`src/rtl/mem_arb_pkg.sv`:
```
// mem_arb_pkg: shared types and constants for the two-port core-memory arbiter.
//   state_e  - arbiter FSM states
//   AW_DEF   - default address width (18-bit PDP-6 address)
//   DW_DEF   - default data word width (36 bits)
//   GNT_*    - one-hot grant encodings, GNT_NONE while idle
package mem_arb_pkg;

    localparam int AW_DEF = 18;
    localparam int DW_DEF = 36;

    typedef enum logic [1:0] {
        IDLE = 2'd0,
        ADDR = 2'd1,
        WAIT = 2'd2
    } state_e;

    localparam logic [1:0] GNT_NONE = 2'b00;
    localparam logic [1:0] GNT_P0   = 2'b01;
    localparam logic [1:0] GNT_P1   = 2'b10;

endpackage

```
`src/rtl/rr_arbiter2.sv`:
```
// rr_arbiter2: combinational two-way round-robin pick.
//   req_i  - request vector, bit n = port n requesting
//   last_i - index of the port granted last time (pointer kept by the parent)
//   gnt_o  - one-hot grant, GNT_NONE when nobody requests
module rr_arbiter2
    import mem_arb_pkg::*;
(
    input  logic [1:0] req_i,
    input  logic       last_i,
    output logic [1:0] gnt_o
);

    always_comb begin
        gnt_o = GNT_NONE;
        unique case (req_i)
            2'b01:   gnt_o = GNT_P0;
            2'b10:   gnt_o = GNT_P1;
            // Tie goes to whichever port did not win last time.
            2'b11:   gnt_o = last_i ? GNT_P0 : GNT_P1;
            default: gnt_o = GNT_NONE;
        endcase
    end

endmodule

```
`src/rtl/mem_arbiter_2p.sv`:
```
// mem_arbiter_2p: shares one core memory between the processor bus (port 0)
// and the console/DMA loader (port 1).
//   i_clk, i_reset_n             - clock, async active-low reset
//   i_sN_address/read/write/...  - master port N request side
//   o_sN_readdata/waitrequest    - master port N response side
//   o_m_*, i_m_*                 - memory side
//   o_grant                      - one-hot current grant (00 when idle), debug
//
// state | meaning
// IDLE  | no strobes driven; arbitrate and latch grant on any request
// ADDR  | present granted port to memory for one clock, memory wait ignored
// WAIT  | hold drive; complete when memory drops waitrequest
module mem_arbiter_2p
    import mem_arb_pkg::*;
#(
    parameter int AW = AW_DEF,
    parameter int DW = DW_DEF
) (
    input  logic          i_clk,
    input  logic          i_reset_n,

    input  logic [AW-1:0] i_s0_address,
    input  logic          i_s0_read,
    input  logic          i_s0_write,
    input  logic [DW-1:0] i_s0_writedata,
    output logic [DW-1:0] o_s0_readdata,
    output logic          o_s0_waitrequest,

    input  logic [AW-1:0] i_s1_address,
    input  logic          i_s1_read,
    input  logic          i_s1_write,
    input  logic [DW-1:0] i_s1_writedata,
    output logic [DW-1:0] o_s1_readdata,
    output logic          o_s1_waitrequest,

    output logic [AW-1:0] o_m_address,
    output logic          o_m_read,
    output logic          o_m_write,
    output logic [DW-1:0] o_m_writedata,
    input  logic [DW-1:0] i_m_readdata,
    input  logic          i_m_waitrequest,

    output logic [1:0]    o_grant
);

    state_e     state_q, state_d;
    logic [1:0] grant_q, grant_d;
    logic       ptr_q, ptr_d;
    logic [1:0] req;
    logic [1:0] gnt_rr;
    logic       granted_req;
    logic       sel_p1;

    assign req         = {i_s1_read | i_s1_write, i_s0_read | i_s0_write};
    assign sel_p1      = (grant_q == GNT_P1);
    assign granted_req = sel_p1 ? req[1] : req[0];

    rr_arbiter2 u_rr (
        .req_i  (req),
        .last_i (ptr_q),
        .gnt_o  (gnt_rr)
    );

    always_ff @(posedge i_clk or negedge i_reset_n) begin
        if (!i_reset_n) begin
            state_q <= IDLE;
            grant_q <= GNT_NONE;
            ptr_q   <= 1'b1;
        end else begin
            state_q <= state_d;
            grant_q <= grant_d;
            ptr_q   <= ptr_d;
        end
    end

    always_comb begin
        state_d = state_q;
        grant_d = grant_q;
        ptr_d   = ptr_q;
        unique case (state_q)
            IDLE: begin
                if (|req) begin
                    state_d = ADDR;
                    grant_d = gnt_rr;
                    ptr_d   = gnt_rr[1];
                end
            end
            // A dropped request abandons the transfer without completion.
            ADDR: state_d = granted_req ? WAIT : IDLE;
            WAIT: begin
                if (!granted_req || !i_m_waitrequest) state_d = IDLE;
            end
            default: state_d = IDLE;
        endcase
    end

    always_comb begin
        o_m_address   = '0;
        o_m_read      = 1'b0;
        o_m_write     = 1'b0;
        o_m_writedata = '0;
        o_grant       = GNT_NONE;
        if (state_q == ADDR || state_q == WAIT) begin
            o_grant = grant_q;
            if (sel_p1) begin
                o_m_address   = i_s1_address;
                o_m_writedata = i_s1_writedata;
                o_m_write     = i_s1_write;
                o_m_read      = i_s1_read & ~i_s1_write;
            end else begin
                o_m_address   = i_s0_address;
                o_m_writedata = i_s0_writedata;
                o_m_write     = i_s0_write;
                o_m_read      = i_s0_read & ~i_s0_write;
            end
        end
    end

    assign o_s0_waitrequest = ~(state_q == WAIT && grant_q == GNT_P0 && !i_m_waitrequest);
    assign o_s1_waitrequest = ~(state_q == WAIT && grant_q == GNT_P1 && !i_m_waitrequest);

    assign o_s0_readdata = i_m_readdata;
    assign o_s1_readdata = i_m_readdata;

endmodule

```
`config.mk`:
```
export PLATFORM = sky130hd
export DESIGN_NAME = mem_arbiter_2p
export DESIGN_NICKNAME = d
export VERILOG_FILES = /design/src/rtl/mem_arb_pkg.sv /design/src/rtl/rr_arbiter2.sv /design/src/rtl/mem_arbiter_2p.sv
export SDC_FILE = /design/constraint.sdc
export NUM_CORES = 1
export LEC_CHECK = 0
export CAP_MARGIN = 20
export CORE_AREA = 2 2 109 111
export CTS_CLUSTER_DIAMETER = 40
export CTS_CLUSTER_SIZE = 30
export DETAILED_ROUTE_END_ITERATION = 10
export DIE_AREA = 0 0 111 113
export HOLD_SLACK_MARGIN = 0.12
export SETUP_SLACK_MARGIN = 0.02
export SYNTH_ARGS = -nofsm -noshare
export SYNTH_HDL_FRONTEND = slang
export SYNTH_SLANG_ARGS = --single-unit
```
`constraint.sdc`:
```
create_clock -name i_clk -period 2.55 [get_ports i_clk]
set_input_delay 0.3825 -clock i_clk [delete_from_list [all_inputs] [get_ports i_clk]]
set_output_delay 0.3825 -clock i_clk [all_outputs]
set_load 0.01 [all_outputs]
```
## Yosys cells after proc, flatten, opt, wreduce, memory -nomap -nowiden

Cells that the tools add are included.

| storage, ports and cells | value |
|---|---|
| register bits | 5 |
| memories kept | 0 |
| input bits | 151 |
| ROM bits | 0 |
| word-level logic and storage cells | 48 |
| bits in latches | 0 |
| memory bits (writable) | 0 |

| cells by class | value |
|---|---|
| shifts and indexed selects | 0 |
| equality and inequality tests | 9 |
| add/subtract/negate cells | 0 |
| bitwise logic cells | 8 |
| reduce and logical (&&, ||, !) cells | 12 |
| magnitude comparators | 0 |
| multipliers | 0 |
| div/mod/pow operators | 0 |
| multiplexer cells | 16 |

Operators with widths:

| kind | count |
|---|---|
| $mux 36 | 2 |
| $mux 18 | 2 |
| $pmux 2 s3 | 2 |
| $mux 2 | 5 |
| $eq 2x2->1 const B | 4 |
| $eq 2x1->1 const B | 3 |
| $mux 1 | 5 |
| $logic_and 1x1->1 | 4 |
| $ne 2x2->1 const B | 2 |
| $not 1->1 | 4 |
| $reduce_and 2->1 | 2 |
| $and 1x1->1 | 2 |
| $logic_not 1->1 | 2 |
| $logic_not 2->1 | 1 |
| $logic_or 1x1->1 | 2 |
| $or 1x1->1 | 2 |
| $reduce_or 2->1 | 1 |

## Logic depth before layout (Yosys ltp)

Gate-level depths: netlist of run 1.

| depth | value |
|---|---|
| word-level depth | 6 |
| gate-level depth with buffers | 5 |

## By module

A second synthesis of run 1 with hierarchy kept.

| unflattened totals | value |
|---|---|
| cells, all modules | 297 |
| area total of the unflattened synthesis | 1873.0 µm² |

By module, submodules not included:

| module | area an instance (µm²) | sequential area each (µm²) | cells an instance | instances |
|---|---|---|---|---|
| mem_arbiter_2p | 1854.3 | 126.4 | 294 | 1 |
| rr_arbiter2 | 18.8 | 0.0 | 3 | 1 |

## Worst setup path before layout of run 1

No wires, ideal clock.

| path | value |
|---|---|
| path kind | flip-flop to output port |
| from | register state_q[0] |
| to | output o_m_writedata[10] |
| slack | 0.704 ns |
| cell stages (with the launch flop) | 6 |
| arrival time | 1.463 ns |
| buffers on the path | 2 |
| data required time | 2.168 ns |
| path through | dfrtp_1 inv_1 ha_1 clkbuf_1 clkbuf_1 a21boi_1 |

| between the ends | value |
|---|---|
| cells in the longest elaborated chain, start to end | 3 |
| elaborated cells on any way between the ends | 4 |
| classes of those cells | eq/ne (2); mux (1); reduce/logical (1) |

Ends and longest elaborated chain:

| what | RTL line | RTL |
|---|---|---|
| start: declaration | mem_arbiter_2p.sv:46 | `state_e state_q, state_d;` |
| start signal: assignment | mem_arbiter_2p.sv:70 | `state_q <= state_d;` |
| $eq 2x1->1 / $eq 2x2->1 (equally long branches) | mem_arbiter_2p.sv:103 | `if (state_q == ADDR \|\| state_q == WAIT) begin` |
| $logic_or 1x1->1 (*) | mem_arbiter_2p.sv:103 |  |
| $mux 36 (*) | mem_arbiter_2p.sv:103 |  |
| end: declaration | mem_arbiter_2p.sv:39 | `output logic [DW-1:0] o_m_writedata,` |

Every way passes the cells marked *; elsewhere a longest branch is shown, timed or not.

## Worst setup path after layout of run 1

| path | value |
|---|---|
| from | register state_q[0] |
| to | output o_m_address[0] |

| between the ends | value |
|---|---|
| cells in the longest elaborated chain, start to end | 3 |
| elaborated cells on any way between the ends | 4 |
| classes of those cells | eq/ne (2); mux (1); reduce/logical (1) |

Ends and longest elaborated chain:

| what | RTL line | RTL |
|---|---|---|
| $eq 2x1->1 / $eq 2x2->1 (equally long branches) | mem_arbiter_2p.sv:103 |  |
| $logic_or 1x1->1 (*) | mem_arbiter_2p.sv:103 |  |
| $mux 18 (*) | mem_arbiter_2p.sv:103 |  |
| end: declaration | mem_arbiter_2p.sv:36 | `output logic [AW-1:0] o_m_address,` |

Marks and branches as above.

==> metrics.md, run 1 <==
| Metric | Value |
|---|---|
| Internal power | `2.139 mW` |
| R2R setup slack | `1.02 ns` |
| Syn nets | `about 450` |
| Critical path required time | `~2.2 ns` |
| Crit path to | `o_m_address[0]` |
| Cell Rows | `39` |
| Num CTS Buffers | `3` |
| Crit path capture type | `primary output` |
| CTS max path bufs | `2` |
| Initial antenna violation count | `0` |
| First-pass DRT Iterations | `4` |
| Ant diodes | `0` |
| Final period utilization | `0.9785` |
| DP HPWL | `approximately 6 mm` |
| CTS root buffer | `clkbuf_16` |
| P&R area growth vs syn | `81.85%` |
| Final setup viols | `0` |
| Switching Share | `0.4170` |
| Unique masters post-synth | `29` |
| Clock-pin slew on the worst setup and hold paths | `roughly 0.030 ns` |
| CP Launch Type | `flip-flop` |
| CP Buf/Inv Count | `3` |
| DRT Wirelength | `about 7.4 mm` |
| Initial Util | `0.1639` |
| Pins Over Slew Limit | `0` |
| R2r endpoint | `state_q[0]$_DFFE_PN0P_` |
| DRC Markers | `0` |
| Reg2Reg Launch Point | `state_q[0]$_DFFE_PN0P_` |
| Critical Path Stages | `5` |
| Setup TNS Final | `0 ns` |
| Mapped Cells | `approximately 300` |
| Vias per inst | `~4.1` |
| Top Family by Delay on Critical Path | `buffers and inverters` |
| Die area | `12540 um2` |
| Status | `finished, final reports clean` |
| WS Path Type | `reg -> out` |
| Reg power frac | `0.047` |
| Worst IR drop on VDD | `just under 600 uV` |
| Boundary Pins | `between 200 and 300` |
| Hold buffer count at CTS | `0` |
| Skew-Pair Late Insertion Delay | `approximately 0.22 ns` |
| Cell area after synthesis | `approximately 1800 um2` |
| Slew at the pin closest to its max-slew limit | `about 0.30 ns` |
| RSZ-0062 raised after global routing | `false` |
| Total of warnings raised by yosys | `0` |
| DR iter-0 viols | `120` |
| DP Cell Count | `about 530` |
| Final Hold Viols | `0` |
| Pleak | `1.441 nW` |
| CTS tree | `yes` |
| Slowest stage delay, CP | `about 0.6 ns` |
| R2R depth | `5` |
| Most frequent cells in the layout | `clkdlybuf4s50_1 (165), nand2_1 (115), a21boi_1 (46)` |
| # port buffers | `between 150 and 200` |
| Hold_ws | `approximately 0.39 ns` |
| Clock share of power | `0.070` |
| Critical path origin | `state_q[0]$_DFFE_PN0P_` |
| Core ar. | `11270 um2` |
| Fmax | `between 400 and 500 MHz` |
| Yosys reg bits | `5` |
| Die Ht | `roughly 110 um` |
| Max Cap Violations | `0` |
| Comb pwr share | `0.883` |
| Area after DPL | `3227 um2` |
| # resized after CTS | `3` |
| Non-filler cells, final | `around 540` |
| Total gr overflow | `0` |
| # clock sinks | `5` |
| Psw | `approximately 1.5 mW` |
| Via count | `approximately 2200` |
| Vias in the first global route | `between 2000 and 2500` |
| Final worst setup slack | `~0.055 ns` |
| Max transition margin | `0.7967` |
| Maximum fanout along the worst path | `16` |
| Dpl ws | `between 0.15 and 0.2 ns` |
| Fill count | `between 1000 and 1500` |
| Period minus WS final | `~2.5 ns` |
| Global-route wire length before repair | `11.62 mm` |
| Routability cong. | `0.8987` |
| NumNets Final | `550` |
| HP Class | `in -> async` |
| Synth Area per Inst | `about 6.2 um2` |
| Chip width | `~110 um` |
| Power density cells | `~1100 nW/um2` |
| Routed wire per std cell | `roughly 14 um` |
| Largest net degree at the start of global routing | `33` |
| WP data arrival | `~2.1 ns` |
| Cell area after layout | `3361 um2` |
| Global-route usage over all layers | `0.1093` |
| Layout Skew | `about 0.0017 ns` |
| Most common cell after layout, fill and taps aside | `clkdlybuf4s50_1` |
| Fraction of layout cells with a size suffix above 1 | `0.04304` |
| Crit-path cells | `inv_1, ha_4, buf_12, a21boi_0, clkdlybuf4s50_1` |
| Setup Buffers After CTS | `0` |
| Seq/Total Area, Yosys | `0.06838` |
| H-tree depth | `1` |
| Crit-path slowest cell | `clkdlybuf4s50_1` |
| Final ANT Viol Nets | `0` |
worst register-to-register path: stages (launching register included):
cell,delay [ns]
dfrtp_1,0.39
inv_1,0.12
ha_1,0.25
and2_1,0.18
a41o_1,0.24
a211oi_1,0.24
logic make-up (layout without fill, tap and decap cells):
family / count (synthesis) / after routing / synth area share
buffers and inverters: 93 / 189 / 0.3527
adder cells (fa/ha/maj): 3 / 3 / 0.02031
AO/OA/AOI/OAI: 70 / 70 / 0.2796
AND/OR/NAND/NOR: 128 / 128 / 0.2789
flip-flops: 5 / 5 / 0.06839
cell type report:
class,instances,area (um2),area share
inverter,2,7.507,0.002234
sequential,5,126.4,0.03760
timing repair buffer,183,1868,0.5558
tap,143,178.9,0.05324
clock buffer,4,78.83,0.02345
multi-input combinational,201,1101,0.3276
worst min path at each step:
stage / end / slack (ns) / start / depth (start not counted)
floorplan: grant_q[0]$_DFFE_PN0P_ / 0.09 / i_reset_n / 0
global placement: ptr_q$_DFFE_PN1P_ / 0.48 / ptr_q$_DFFE_PN1P_ / 2
detailed placement: ptr_q$_DFFE_PN1P_ / 0.49 / ptr_q$_DFFE_PN1P_ / 2
CTS: grant_q[1]$_DFFE_PN0P_ / 0.40 / i_reset_n / 1
global route: state_q[0]$_DFFE_PN0P_ / 0.42 / i_reset_n / 1
finish: grant_q[1]$_DFFE_PN0P_ / 0.39 / i_reset_n / 1
stage by stage:
step | power (mW) | utilization
4_1_cts | 3.719 | 0.2947
6_report | 3.669 | 0.2981
2_1_floorplan | 1.830 | -
5_1_grt | 3.950 | 0.2981
3_3_place_gp | 3.370 | 0.2863
3_5_place_dp | 3.388 | 0.2863
cells in the mapped netlist:
| library cell | instances | area share |
|---|---|---|
| ha_1 | 3 | 0.020 |
| and2_1 | 3 | 0.010 |
| a22o_1 | 1 | 0.0047 |
| nand2_1 | 115 | 0.23 |
| or4_1 | 1 | 0.0041 |
| a21boi_1 | 47 | 0.19 |
| dfstp_2 | 1 | 0.014 |
| nor2b_1 | 3 | 0.010 |
| buf_6 | 1 | 0.0061 |
| nor3b_1 | 2 | 0.0081 |
| a41o_1 | 1 | 0.0054 |
| nand2b_1 | 1 | 0.0034 |
| o21ai_0 | 3 | 0.0081 |
| dfrtp_1 | 4 | 0.054 |
| a21oi_1 | 2 | 0.0054 |
| o22ai_1 | 2 | 0.0068 |
| or2_1 | 1 | 0.0034 |
| o21a_1 | 1 | 0.0041 |
| a211oi_1 | 1 | 0.0041 |
| inv_1 | 2 | 0.0041 |
| clkbuf_1 | 6 | 0.012 |
| o211ai_1 | 1 | 0.0041 |
| buf_4 | 76 | 0.31 |
| o32ai_1 | 2 | 0.0095 |
| a21boi_0 | 8 | 0.032 |
| nor2_1 | 1 | 0.0020 |
| buf_2 | 8 | 0.022 |
| a21o_1 | 1 | 0.0041 |
| nand3b_1 | 1 | 0.0041 |
routing by layer:
metal / wire length [um] / track usage
met1: 2986 / 0.1300
met2: 3726 / 0.1984
met3: 621 / 0.02732
met4: 104 / 0.02583
met5: 0 / 0
flip-flops by register name, summed over array words and instances, names as in the netlist:
register and count:
state_q 2, grant_q 2, ptr_q 1
power by group through the flow:
| stage | Sequential, mW | Clock (mW) | Combinational (mW) |
|---|---|---|---|
| 2_1_floorplan | 0.154 | 0 | 1.68 |
| 3_3_place_gp | 0.166 | 0 | 3.20 |
| 3_5_place_dp | 0.168 | 0 | 3.22 |
| 4_1_cts | 0.169 | 0.261 | 3.29 |
| 5_1_grt | 0.180 | 0.266 | 3.50 |
| 6_report | 0.172 | 0.257 | 3.24 |
(Power assumes the default switching activity.)
==> inputs of run 2 (changes only) <==
- RECOVER_POWER: not set -> 100
==> run 2 against run 1 <==
Fmax is essentially flat. Clock power is essentially flat. Highest routed layer unchanged. Critical path depth is the same.
==> metrics.md, run 2 (same netlist as run 1, synthesis figures left out) <==
| Metric | Value |
|---|---|
| Status | `finished, final reports clean (unchanged)` |
| Setup TNS Final | `0 ns (unchanged)` |
| Total Power | `3.489 mW (was 3.669 mW)` |
| Initial antenna violation count | `0 (unchanged)` |
| Largest net degree at the start of global routing | `33 (unchanged)` |
| Vias in the first global route | `2297 (unchanged)` |
| Chip width | `111 um (unchanged)` |
| Final setup viols | `0 (unchanged)` |
| Boundary Pins | `283 (unchanged)` |
| WP data arrival | `2.11 ns (about the same)` |
| R2R setup slack | `1.03 ns (was 1.02 ns)` |
| Total gr overflow | `0 (unchanged)` |
| Final worst setup slack | `0.05364 ns (was 0.05479 ns)` |
| # clock sinks | `5 (unchanged)` |
| Most common cell after layout, fill and taps aside | `clkdlybuf4s50_1 (unchanged)` |
| Skew-Pair Late Insertion Delay | `0.23 ns (was 0.22 ns)` |
| DP HPWL | `6.131 mm (unchanged)` |
| Final period utilization | `0.9790 (was 0.9785)` |
| Cell Rows | `39 (unchanged)` |
| Cell area after layout | `3297 um2 (was 3361 um2)` |
| Critical path required time | `2.17 ns (about the same)` |
| Crit-path cells | `inv_1, ha_4, buf_12, a21boi_0, clkdlybuf4s50_1 (unchanged)` |
| CTS max path bufs | `2 (unchanged)` |
| DR iter-0 viols | `132 (was 120)` |
| CTS root buffer | `clkbuf_16 (unchanged)` |
| Core ar. | `11270 um2 (unchanged)` |
| NumNets Final | `550 (unchanged)` |
| Crit path capture type | `primary output (unchanged)` |
| HP Class | `in -> async (unchanged)` |
| Max transition margin | `0.7919 (was 0.7967)` |
| Global-route usage over all layers | `0.1093 (unchanged)` |
| Largest registers | `grant_q: 2 flops, state_q: 2 flops, ptr_q: 1 flops (unchanged)` |
| Clock-pin slew on the worst setup and hold paths | `0.03 ns (about the same)` |
| CTS tree | `yes (unchanged)` |
| Top Family by Delay on Critical Path | `buffers and inverters (unchanged)` |
| Pleak | `1.366 nW (was 1.441 nW)` |
| Final ANT Viol Nets | `0 (unchanged)` |
| Die Ht | `113 um (unchanged)` |
| Max Cap Violations | `0 (unchanged)` |
| Slowest stage delay, CP | `0.61 ns (about the same)` |
| Final core area utilization | `0.2925 (was 0.2981)` |
| H-tree depth | `1 (unchanged)` |
| Layout Skew | `0.001396 ns (was 0.001692 ns)` |
| Num CTS Buffers | `3 (unchanged)` |
| Slew at the pin closest to its max-slew limit | `0.3094 ns (was 0.3023 ns)` |
| Routability cong. | `0.8987 (unchanged)` |
| Power density cells | `1058 nW/um2 (was 1092 nW/um2)` |
| CP Launch Type | `flip-flop (unchanged)` |
| Fmax | `400.6 MHz (was 400.8 MHz)` |
| Crit-path slowest cell | `clkdlybuf4s50_1 (unchanged)` |
| # port buffers | `174 (unchanged)` |
| CP Buf/Inv Count | `3 (unchanged)` |
| Area after DPL | `3227 um2 (unchanged)` |
| RSZ-0062 raised after global routing | `false (unchanged)` |
| Ant diodes | `0 (unchanged)` |
| Final Hold Viols | `0 (unchanged)` |
| Global-route wire length before repair | `11.62 mm (unchanged)` |
| Most frequent cells in the layout | `clkdlybuf4s50_1 (131), nand2_1 (115), a21boi_1 (45) (was clkdlybuf4s50_1 (165), nand2_1 (115), a21boi_1 (46))` |
| Dpl ws | `0.1506 ns (unchanged)` |
| DRC Markers | `0 (unchanged)` |
| DRT Wirelength | `7.429 mm (was 7.438 mm)` |
| P&R area growth vs syn | `78.40% (was 81.85%)` |
| Initial Util | `0.1639 (unchanged)` |
| WS Path Type | `reg -> out (unchanged)` |
| Worst IR drop on VDD | `587.7 uV (was 585.5 uV)` |
| Vias per inst | `4.069 (was 4.076)` |
| Routed wire per std cell | `13.81 um (was 13.83 um)` |
| Via count | `2189 (was 2193)` |
| First-pass DRT Iterations | `4 (unchanged)` |
| Setup Buffers After CTS | `0 (unchanged)` |
| Period minus WS final | `2.496 ns (was 2.495 ns)` |
| Pins Over Slew Limit | `0 (unchanged)` |
| Fraction of layout cells with a size suffix above 1 | `0.04304 (unchanged)` |
| Die area | `12540 um2 (unchanged)` |
| Maximum fanout along the worst path | `16 (unchanged)` |
==> run 2: cell types whose count changed in the layout (fill, tap and decap cells not counted) <==
cell,previous run,this run
dlymetal6s2s_1,9,1
clkdlybuf4s50_1,165,131
a21boi_0,8,9
clkdlybuf4s25_1,0,1
a21boi_1,46,45
clkbuf_1,1,8
dlygate4sd3_1,0,34
==> run 2: per-layer routing <==
metal / GRT usage / vias to the layer above / routed length, um
li1: - / 1086 / -
met3: 0.02732 / 19 / 593
met4: 0.02583 / 0 / 120
met5: 0 / - / 0
met2: 0.1984 / 105 / 3703
met1: 0.1300 / 979 / 3012
==> run 2: power by group <==
part / leakage [nW] / total (mW) / internal [mW] / switching [mW]
clock network: 0.0382 / 0.257 / 0.207 / 0.0500
logic: 1.27 / 3.06 / 1.63 / 1.43
registers: 0.0589 / 0.172 / 0.126 / 0.0457
total: 1.37 / 3.49 / 1.97 / 1.52
==> run 2: what timing repair did <==
action                                  4_1_cts  5_1_grt
hold endpoints to repair                      0        0
cloned                                        0        0
gates resized for setup                       3       13
endpoints found under the setup margin       42       24
hold buffers                                  0        0
==> run 2: layout make-up <==
| class | count | area [um2] |
|---|---|---|
| Sequential cell | 5 | 126.4 |
| Inverter | 2 | 7.507 |
| Clock buffer | 4 | 78.83 |
| Timing Repair Buffer | 183 | 1804 |
| Fill cell | 1227 | 7975 |
| Tap cell | 143 | 178.9 |
| Multi-Input combinational cell | 201 | 1101 |
==> run 2: path summary, 6_finish.rpt <==
check	from	to	cells past startpoint
max	state_q[0]$_DFFE_PN0P_	o_m_address[0]	5
max in group asynchronous	i_reset_n	ptr_q$_DFFE_PN1P_	1
min in group i_clk	ptr_q$_DFFE_PN1P_	ptr_q$_DFFE_PN1P_	2
min	i_reset_n	grant_q[1]$_DFFE_PN0P_	1
max reg2reg	state_q[0]$_DFFE_PN0P_	state_q[0]$_DFFE_PN0P_	5
min reg2reg	ptr_q$_DFFE_PN1P_	ptr_q$_DFFE_PN1P_	2
==> run 2: metrics by stage <==
| stage | std cells | hold slack [ns] |
|---|---|---|
| 3_5_place_dp | 534 | 0.4894 |
| 2_1_floorplan | 299 | 0.08691 |
| 6_report | 538 | 0.4647 |
| 4_1_cts | 538 | 0.4038 |
| 5_1_grt | 538 | 0.4862 |
| 3_3_place_gp | 534 | 0.4816 |
